===== src/rtl/axi_scratch_responder.sv =====
// axi_scratch_responder
//   AXI4 subordinate that backs a small word-addressed register array used as a
//   host<->RoT scratch/mailbox window. Serves one transaction at a time. When AW
//   and AR arrive together, the side that currently holds priority is granted, and
//   priority flips after each accepted AW or AR. FIXED and INCR bursts are
//   supported. A WRAP burst, an oversized beat or an atomic write is answered with
//   SLVERR on every beat. Any beat that falls outside the window gets DECERR.
//
//   Ports
//     clk_i      clock
//     rst_i      asynchronous, active-high reset (also clears the array)
//     axi_req_i  AXI request: AW/W/AR payloads and valids, b_ready, r_ready
//     axi_rsp_o  AXI response: aw/w/ar_ready, B/R payloads and valids

package axi_scratch_pkg;

    typedef struct packed {
        logic [7:0]  id;
        logic [63:0] addr;
        logic [7:0]  len;
        logic [2:0]  size;
        logic [1:0]  burst;
        logic        lock;
        logic [3:0]  cache;
        logic [2:0]  prot;
        logic [3:0]  qos;
        logic [3:0]  region;
        logic [5:0]  atop;
        logic [0:0]  user;
    } aw_chan_t;

    typedef struct packed {
        logic [63:0] data;
        logic [7:0]  strb;
        logic        last;
        logic [0:0]  user;
    } w_chan_t;

    typedef struct packed {
        logic [7:0] id;
        logic [1:0] resp;
        logic [0:0] user;
    } b_chan_t;

    typedef struct packed {
        logic [7:0]  id;
        logic [63:0] addr;
        logic [7:0]  len;
        logic [2:0]  size;
        logic [1:0]  burst;
        logic        lock;
        logic [3:0]  cache;
        logic [2:0]  prot;
        logic [3:0]  qos;
        logic [3:0]  region;
        logic [0:0]  user;
    } ar_chan_t;

    typedef struct packed {
        logic [7:0]  id;
        logic [63:0] data;
        logic [1:0]  resp;
        logic        last;
        logic [0:0]  user;
    } r_chan_t;

    typedef struct packed {
        aw_chan_t aw;
        logic     aw_valid;
        w_chan_t  w;
        logic     w_valid;
        logic     b_ready;
        ar_chan_t ar;
        logic     ar_valid;
        logic     r_ready;
    } axi_req_t;

    typedef struct packed {
        logic    aw_ready;
        logic    ar_ready;
        logic    w_ready;
        logic    b_valid;
        b_chan_t b;
        logic    r_valid;
        r_chan_t r;
    } axi_rsp_t;

endpackage

module axi_scratch_responder #(
    parameter int unsigned AXI_ID_WIDTH   = 8,
    parameter int unsigned AXI_ADDR_WIDTH = 64,
    parameter int unsigned AXI_DATA_WIDTH = 64,
    parameter int unsigned AXI_USER_WIDTH = 1,
    parameter logic [AXI_ADDR_WIDTH-1:0] BaseAddr = '0,
    parameter int unsigned NumWords       = 16,
    parameter type axi_req_t = axi_scratch_pkg::axi_req_t,
    parameter type axi_rsp_t = axi_scratch_pkg::axi_rsp_t
) (
    input  logic     clk_i,
    input  logic     rst_i,
    input  axi_req_t axi_req_i,
    output axi_rsp_t axi_rsp_o
);

    localparam int unsigned BYTES_PER_WORD = AXI_DATA_WIDTH / 8;
    localparam int unsigned OFF_W          = $clog2(BYTES_PER_WORD);
    localparam int unsigned IDX_W          = $clog2(NumWords);
    localparam logic [AXI_ADDR_WIDTH-1:0] WIN_BYTES =
        AXI_ADDR_WIDTH'(NumWords * BYTES_PER_WORD);

    localparam logic [1:0] RESP_OKAY   = 2'b00;
    localparam logic [1:0] RESP_SLVERR = 2'b10;
    localparam logic [1:0] RESP_DECERR = 2'b11;
    localparam logic [1:0] BURST_FIXED = 2'b00;
    localparam logic [1:0] BURST_WRAP  = 2'b10;

    typedef enum logic [1:0] {
        IDLE,
        WDATA,
        WRESP,
        RDATA
    } state_e;

    state_e state_q, state_d;

    logic                      prio_w_q;
    logic [AXI_ID_WIDTH-1:0]   id_q;
    logic [AXI_ADDR_WIDTH-1:0] addr_q;
    logic [7:0]                len_q;
    logic [2:0]                size_q;
    logic [1:0]                burst_q;
    logic [7:0]                cnt_q;
    logic                      txn_err_q;
    logic [1:0]                err_q;

    logic [AXI_DATA_WIDTH-1:0] mem_q [NumWords];

    logic                      grant_w;
    logic                      grant_r;
    logic                      aw_illegal;
    logic                      ar_illegal;
    logic [AXI_ADDR_WIDTH-1:0] beat_off;
    logic                      beat_in_range;
    logic                      beat_ok;
    logic [IDX_W-1:0]          beat_idx;
    logic [1:0]                beat_resp;
    logic [AXI_ADDR_WIDTH-1:0] next_addr;
    logic                      read_last;
    logic [AXI_USER_WIDTH-1:0] user_zero;

    logic unused_req;
    assign unused_req = ^{axi_req_i.aw.lock, axi_req_i.aw.cache, axi_req_i.aw.prot,
                          axi_req_i.aw.qos, axi_req_i.aw.region, axi_req_i.aw.user,
                          axi_req_i.w.user, axi_req_i.ar.lock, axi_req_i.ar.cache,
                          axi_req_i.ar.prot, axi_req_i.ar.qos, axi_req_i.ar.region,
                          axi_req_i.ar.user};

    assign user_zero = '0;

    assign aw_illegal = (axi_req_i.aw.burst == BURST_WRAP) ||
                        (32'(axi_req_i.aw.size) > OFF_W) ||
                        (axi_req_i.aw.atop != '0);
    assign ar_illegal = (axi_req_i.ar.burst == BURST_WRAP) ||
                        (32'(axi_req_i.ar.size) > OFF_W);

    // An address below the base wraps to a huge offset, so one unsigned compare
    // covers both ends of the window.
    assign beat_off      = addr_q - BaseAddr;
    assign beat_in_range = beat_off < WIN_BYTES;
    assign beat_idx      = IDX_W'(beat_off >> OFF_W);
    assign beat_ok       = !txn_err_q && beat_in_range;
    assign beat_resp     = txn_err_q     ? RESP_SLVERR :
                           beat_in_range ? RESP_OKAY   : RESP_DECERR;
    assign next_addr     = (burst_q == BURST_FIXED) ? addr_q
                                                    : addr_q + (AXI_ADDR_WIDTH'(1) << size_q);
    assign read_last     = (cnt_q == len_q);

    always_ff @(posedge clk_i or posedge rst_i) begin
        if (rst_i) begin
            state_q <= IDLE;
        end else begin
            state_q <= state_d;
        end
    end

    // Grants are gated by reset so no ready can appear while rst_i is held.
    always_comb begin
        state_d   = state_q;
        axi_rsp_o = '0;
        grant_w   = 1'b0;
        grant_r   = 1'b0;
        case (state_q)
            IDLE: begin
                grant_w = !rst_i && axi_req_i.aw_valid && (!axi_req_i.ar_valid || prio_w_q);
                grant_r = !rst_i && axi_req_i.ar_valid && (!axi_req_i.aw_valid || !prio_w_q);
                axi_rsp_o.aw_ready = grant_w;
                axi_rsp_o.ar_ready = grant_r;
                if (grant_w) begin
                    state_d = WDATA;
                end else if (grant_r) begin
                    state_d = RDATA;
                end
            end
            WDATA: begin
                axi_rsp_o.w_ready = 1'b1;
                if (axi_req_i.w_valid && axi_req_i.w.last) begin
                    state_d = WRESP;
                end
            end
            WRESP: begin
                axi_rsp_o.b_valid = 1'b1;
                axi_rsp_o.b.id    = id_q;
                axi_rsp_o.b.resp  = err_q;
                axi_rsp_o.b.user  = user_zero;
                if (axi_req_i.b_ready) begin
                    state_d = IDLE;
                end
            end
            RDATA: begin
                axi_rsp_o.r_valid = 1'b1;
                axi_rsp_o.r.id    = id_q;
                axi_rsp_o.r.data  = beat_ok ? mem_q[beat_idx] : '0;
                axi_rsp_o.r.resp  = beat_resp;
                axi_rsp_o.r.last  = read_last;
                axi_rsp_o.r.user  = user_zero;
                if (axi_req_i.r_ready && read_last) begin
                    state_d = IDLE;
                end
            end
            default: begin
                state_d = IDLE;
            end
        endcase
    end

    // Transaction context: latched at AW/AR accept, advanced once per data beat.
    always_ff @(posedge clk_i or posedge rst_i) begin
        if (rst_i) begin
            prio_w_q  <= 1'b1;
            id_q      <= '0;
            addr_q    <= '0;
            len_q     <= '0;
            size_q    <= '0;
            burst_q   <= '0;
            cnt_q     <= '0;
            txn_err_q <= 1'b0;
            err_q     <= RESP_OKAY;
        end else begin
            case (state_q)
                IDLE: begin
                    if (grant_w) begin
                        prio_w_q  <= !prio_w_q;
                        id_q      <= axi_req_i.aw.id;
                        addr_q    <= axi_req_i.aw.addr;
                        len_q     <= axi_req_i.aw.len;
                        size_q    <= axi_req_i.aw.size;
                        burst_q   <= axi_req_i.aw.burst;
                        cnt_q     <= '0;
                        txn_err_q <= aw_illegal;
                        err_q     <= aw_illegal ? RESP_SLVERR : RESP_OKAY;
                    end else if (grant_r) begin
                        prio_w_q  <= !prio_w_q;
                        id_q      <= axi_req_i.ar.id;
                        addr_q    <= axi_req_i.ar.addr;
                        len_q     <= axi_req_i.ar.len;
                        size_q    <= axi_req_i.ar.size;
                        burst_q   <= axi_req_i.ar.burst;
                        cnt_q     <= '0;
                        txn_err_q <= ar_illegal;
                        err_q     <= ar_illegal ? RESP_SLVERR : RESP_OKAY;
                    end
                end
                WDATA: begin
                    if (axi_req_i.w_valid) begin
                        addr_q <= next_addr;
                        cnt_q  <= cnt_q + 8'd1;
                        if (err_q == RESP_OKAY && beat_resp != RESP_OKAY) begin
                            err_q <= beat_resp;
                        end
                    end
                end
                RDATA: begin
                    if (axi_req_i.r_ready) begin
                        addr_q <= next_addr;
                        cnt_q  <= cnt_q + 8'd1;
                    end
                end
                default: begin
                end
            endcase
        end
    end

    // Byte-masked array write. Illegal or out-of-window beats are dropped.
    always_ff @(posedge clk_i or posedge rst_i) begin
        if (rst_i) begin
            for (int i = 0; i < NumWords; i++) begin
                mem_q[i] <= '0;
            end
        end else if (state_q == WDATA && axi_req_i.w_valid && beat_ok) begin
            for (int b = 0; b < BYTES_PER_WORD; b++) begin
                if (axi_req_i.w.strb[b]) begin
                    mem_q[beat_idx][b*8 +: 8] <= axi_req_i.w.data[b*8 +: 8];
                end
            end
        end
    end

endmodule


===== config.mk =====
export PLATFORM = sky130hd
export DESIGN_NAME = axi_scratch_responder
export DESIGN_NICKNAME = d
export VERILOG_FILES = /design/src/rtl/axi_scratch_responder.sv
export SDC_FILE = /design/constraint.sdc
export NUM_CORES = 2
export LEC_CHECK = 0
export CORE_MARGIN = 1
export CORE_UTILIZATION = 59
export CTS_CLUSTER_DIAMETER = 40
export DETAILED_ROUTE_END_ITERATION = 12
export PLACE_DENSITY = 0.8
export SLEW_MARGIN = 20
export SYNTH_ARGS = -nofsm -noshare
export SYNTH_HDL_FRONTEND = slang
export SYNTH_SLANG_ARGS = --single-unit

===== constraint.sdc =====
create_clock -name clk_i -period 44 [get_ports clk_i]
set_clock_uncertainty 0.2 [all_clocks]
set_input_delay 8.8 -clock clk_i [delete_from_list [all_inputs] [get_ports clk_i]]
set_output_delay 8.8 -clock clk_i [all_outputs]
set_load 0.01 [all_outputs]

# --- Word-level counts from Yosys, hierarchy flattened ---
# Cells that the tools add are included.
classes:
  n_reduce_logical: 33
  magnitude_cmp: 5
  n_bitwise: 1
  addsub: 2
  muxes: 87
  n_shift: 1
  eq_ne: 14
op_table:
  columns: ["operator", "n"]
  rows:
  - ["$mux 1024", 15]
  - ["$bwmux 1024", 8]
  - ["$demux 64 s4", 8]
  - ["$mux 64", 9]
  - ["$bmux 64 s4", 1]
  - ["$pmux 64 s3", 1]
  - ["$mux 77", 1]
  - ["$mux 8", 9]
  - ["$add 64x64->64", 1]
  - ["$lt 64x8->1 const B", 1]
  - ["$shl 1x3->64 const A", 1]
  - ["$mux 56", 1]
  - ["$mux 48", 1]
  - ["$mux 40", 1]
  - ["$mux 2", 16]
  - ["$mux 32", 1]
  - ["$mux 24", 1]
  - ["$pmux 8 s3", 1]
  - ["$mux 16", 1]
  - ["$mux 12", 1]
  - ["$ne 2x2->1 const B", 6]
  - ["$reduce_and 4->1", 3]
  - ["$logic_and 1x1->1", 11]
  - ["$add 8x1->8 const B", 1]
  - ["other kinds (19)", 43]
word_totals:
  in_bits: 291
  ff_bits: 1123
  out_inout_bits: 92
  elab_cells: 169

# --- Longest topological paths before layout ---
logic_depth:
  depth_word: 28
  ltp_mapped: 13
  mapped_depth_nobuf: 9

# --- Worst setup path before layout ---
# OpenSTA, ideal clock, no wires.
synth_timing:
  path_kind: "input port to flip-flop"
  start: "input port rst_i"
  end: "register state_q[1]"
  path_slack_ns: 9.610
  setup_time_ns: 0.078
  path_stages: 4
  path_buffers: 0
  arrival_ns: 34.112
  required_ns: 43.722
  cell_sequence: "inv_1 and3_1 a311oi_1 a21oi_1"
synth_via:
  elab_chain_len: 5
  elab_cells_between_ends: 9
  cone_classes: "eq/ne (1); mux (2); reduce/logical (6)"
synth_lines:
  columns: ["element", "line_no", "rtl"]
  rows:
  - ["from (decl)", "101", "input logic rst_i,"]
  - ["$logic_not 1->1 (no source line) (*)", null, null]
  - ["$logic_and 1x1->1 (on tied branches) (2 in a row)", "195, 196", null]
  - ["$ne 3x3->1 (no source line) / $mux 2 (equally long branches)", null, null]
  - ["$reduce_and 4->1 (no source line) / $pmux 2 s4 (equally long branches)", null, null]
  - ["to (signal assigned)", "183", "state_q <= state_d;"]
  - ["to (decl)", "125", "state_e state_q, state_d;"]
# Mark *: on every way between the ends. The rest lies on a longest branch, timed or not.
# A chain may end at the register's enable or synchronous reset.

==> summary.md <==
| Metric | Value |
|---|---|
| Status | finished clean |
| Share of cells above drive strength 1 | 0.425 |
| Row cnt | 110 |
| Final-report max-slew violation count | 0 |
| Largest cells by area after synthesis | dfrtp_1, mux2_2, mux4_2, and3_1, clkbuf_1 |
| Port bufs | between 300 and 400 |
| Initial Utilization | 0.597 |
| Hold_ws | 288 ps |
| CP Class | input port to output pin |
| IR drop worst, VDD | 0.0355 mV |
| CP max stage delay | 860 ps |
| Most frequent cells in the layout | dfrtp_1, mux2_2, clkdlybuf4s50_1 |
| Slew Limit Headroom | 0.188 |
| GRT overflow | 0 |
| Routed len/inst | 26.1 µm |
| FFs w/ async S/R, synth | 1.00 |
| Core area | 90300 µm² |
| Final WL | 139 mm |
| Primary FF master, synth | dfrtp_1 |
| Final nets | ~4300 |
| First-pass GRT wire length | between 200 and 250 mm |
| 1st-pass router iterations | 7 |
| Root Buffer | clkbuf_16 |
| Crit path cell chain | clkdlybuf4s50_1 > nor3_1 > nand3_1 > clkinv_1 > clkdlybuf4s50_1 |
| WHS Path Cells | 2 |
| Vias per Instance | 6.46 |
| Most common cell after layout, fill and taps aside | dfrtp_1 |
| Final setup viols | 0 |
| Required time worst endpoint | 35000 ps |
| Area of the multi-input gates | 24700 µm² |
| Placed Cells | 5041 |
| H-tree levels | 4 |
| Period minus WS final | 21110 ps |
| Worst path arrival time | 12110 ps |
| Post-synth EDFFs | 0 |
| Post-synth cell types | 71 |
| DRT iter0 DRCs | 2946 |
| Die area | 92500 µm² |
| Worst-path maximum fanout | 23 |
| Setup TNS | 0 ps |
| Layout area overhead | 17.6% |
| CTS clk-pin slew, worst paths | approximately 50 ps |
| CTS Hold Buffers Added | 0 |
| Sequential power share | 0.388 |
| Setup crit end kind | output pin |
| Chip width | 304 µm |
| Worst path most repeated cell | clkdlybuf4s50_1 |
| Post-synth top area share | 0.521 |
| Die Ht | roughly 300 µm |
| Final hold violation count | 0 |
| CTS max path bufs | 3 |
| P_int | 2.09 mW |
| Initial antenna violation count | 5 |
| Reg2Reg Depth | 5 |
| Design Area, Final | between 60000 and 70000 µm² |
| I/O pin total | 383 |
| GPL Wtd Cong | 0.910 |
| Setup Fix Bufs, Post-CTS | 0 |
| Syn Std Cell Area | 53900 µm² |
| CP max-delay cell | nand3_1 |
| Max_cap viols | 0 |
| Leakage | 30.5 nW |
| Crit start category | input port |
| Area after DPL | 58100 µm² |
| Post_cts resized | 0 |
| Largest net degree at the start of global routing | 190 |
| Hold_sp | addr_q[0] |
| Yosys Warn Count | 0 |
| Total GRT Usage | 0.306 |
| Sw frac | 0.308 |
| Synth Area per Inst | between 10 and 15 µm² |
| Hold endpoint | addr_q[0] |
| Power per cell area | 47.7 nW/µm² |
| P_sw | 931 µW |
| Reg-to-reg startpoint | addr_q[6] |
| Fill count | 5873 |
| Synth Register Bits | 1123 |
| Least-Margin Pin Slew | 1220 ps |
| FF-to-FF End | mem_q[9] |
| CTS sink cnt | about 1100 |
| RSZ-0062 raised after global routing | no |
| Hold Crit Class | register to register |
| Post-Route Utilization | 0.702 |
| Final worst-path cycle share | 0.480 |
| CTS tree | built |
| Worst-Skew Late Latency | roughly 750 ps |
| Num CTS Buffers | 146 |
| Register-to-Register Setup Slack | 39610 ps |
| Vias in the first global route | roughly 36000 |
| Clock power frac | 0.413 |
| Vias | 34329 |
| Antenna Nets Post-Route | 0 |
| Syn Inst Count | 3732 |
| Comb pwr share | 0.199 |
| Cell Count, Final, Fillers Out | 5316 |
| Register area | 28100 µm² |
| # DRC | 0 |
| FMAX | roughly 47 MHz |
| Leading area contributor after synthesis | dfrtp_1 |
| Post-synthesis sequential area ratio | 0.522 |
| Final HPWL DP | 84.7 mm |
==> cells by family after synthesis <==
group / after synthesis / synth area share
other: 1 / 0.0000696
buffers and inverters: 274 / 0.0215
xor gates and xnor gates: 22 / 0.00358
adders and majority gates: 10 / 0.00246
AOI/OAI and AO/OA: 281 / 0.0346
muxes: 1353 / 0.349
and+or+nand+nor: 668 / 0.0668
DFF: 1123 / 0.522
==> worst max-delay path: cells and delay by family <==
family	cells	cell delay, ps
buffers and inverters	3	1820
and+or+nand+nor	2	1470
==> through the flow <==
stage	setup slack (ps)	total power [mW]
2_1_floorplan	3370	1.60
3_3_place_gp	22970	1.78
3_5_place_dp	22890	1.79
4_1_cts	22880	3.04
5_1_grt	22650	3.14
6_report	22890	3.02
==> registers in the layout (all words and copies together) (netlist names), 2 cells and up <==
register / flops
id_q: 8
size_q: 3
state_q: 2
len_q: 8
err_q: 2
burst_q: 2
addr_q: 64
mem_q: 1024
cnt_q: 8
==> metal layers <==
layer,up-vias,global-route usage,part of all wire,wire (µm)
met1,18061,0.409,0.40,56200
met5,-,0,0,0
met2,1259,0.499,0.50,69300
li1,14731,-,-,-
met3,278,0.0599,0.065,9000
met4,0,0.115,0.031,4340
==> worst max-delay path by stage <==
stage / slack (ps) / cells past startpoint / start / endpoint
floorplan: 3370 / 1 / rst_i / addr_q[0]
global placement: 22970 / 5 / rst_i / axi_rsp_o[90]
detailed placement: 22890 / 5 / rst_i / axi_rsp_o[90]
CTS: 22880 / 5 / rst_i / axi_rsp_o[90]
global route: 22650 / 5 / rst_i / axi_rsp_o[90]
finish: 22890 / 5 / rst_i / axi_rsp_o[90]
==> power groups by stage <==
stage | logic [mW] | clock network [mW] | registers, mW
after floorplan | 0.470 | 0 | 1.13
after global placement | 0.592 | 0 | 1.19
after detailed placement | 0.599 | 0 | 1.19
after CTS | 0.603 | 1.26 | 1.17
after global routing | 0.650 | 1.31 | 1.18
final | 0.602 | 1.25 | 1.17
==> cell type report <==
type / count / share of cell area
Antenna cell: 4 / 0.000158
Clock buffer: 188 / 0.0643
Clock inverter: 82 / 0.0178
Inverter: 26 / 0.00166
Multi-Input combinational cell: 2336 / 0.390
Sequential cell: 1123 / 0.444
Tap cell: 1176 / 0.0232
Timing Repair Buffer: 381 / 0.0595
==> Yosys cell counts, types with 4 or more instances <==
cell      number
a21oi_1       75
nand2b_1       4
or3_1         15
o22ai_1       11
inv_1         25
nand3_1       41
a211o_1       11
a22o_1        11
nand4_1       24
mux2i_1        8
or4_1          6
o31ai_1        8
buf_2         43
a31oi_1       31
mux4_2       320
o21a_1         4
nor4_1        27
o21ai_0       49
buf_1         21
o41ai_1        6
nor3b_1        4
clkbuf_1     171
buf_6          8
mux2_2      1025
nand2_1      162
and3_1       157
nor2_1        78
o211a_1        6
nor3_2         5
nor3_1        21
a211oi_1       6
ha_1           9
and4_1         8
xnor2_1        5
o221ai_1       5
and2_1        13
dfrtp_1     1122
a21o_1         9
a22oi_1        5
xor2_1        17
o31a_1        10
o211ai_1      10
nand2_2       88
(Power assumes the default switching activity.)
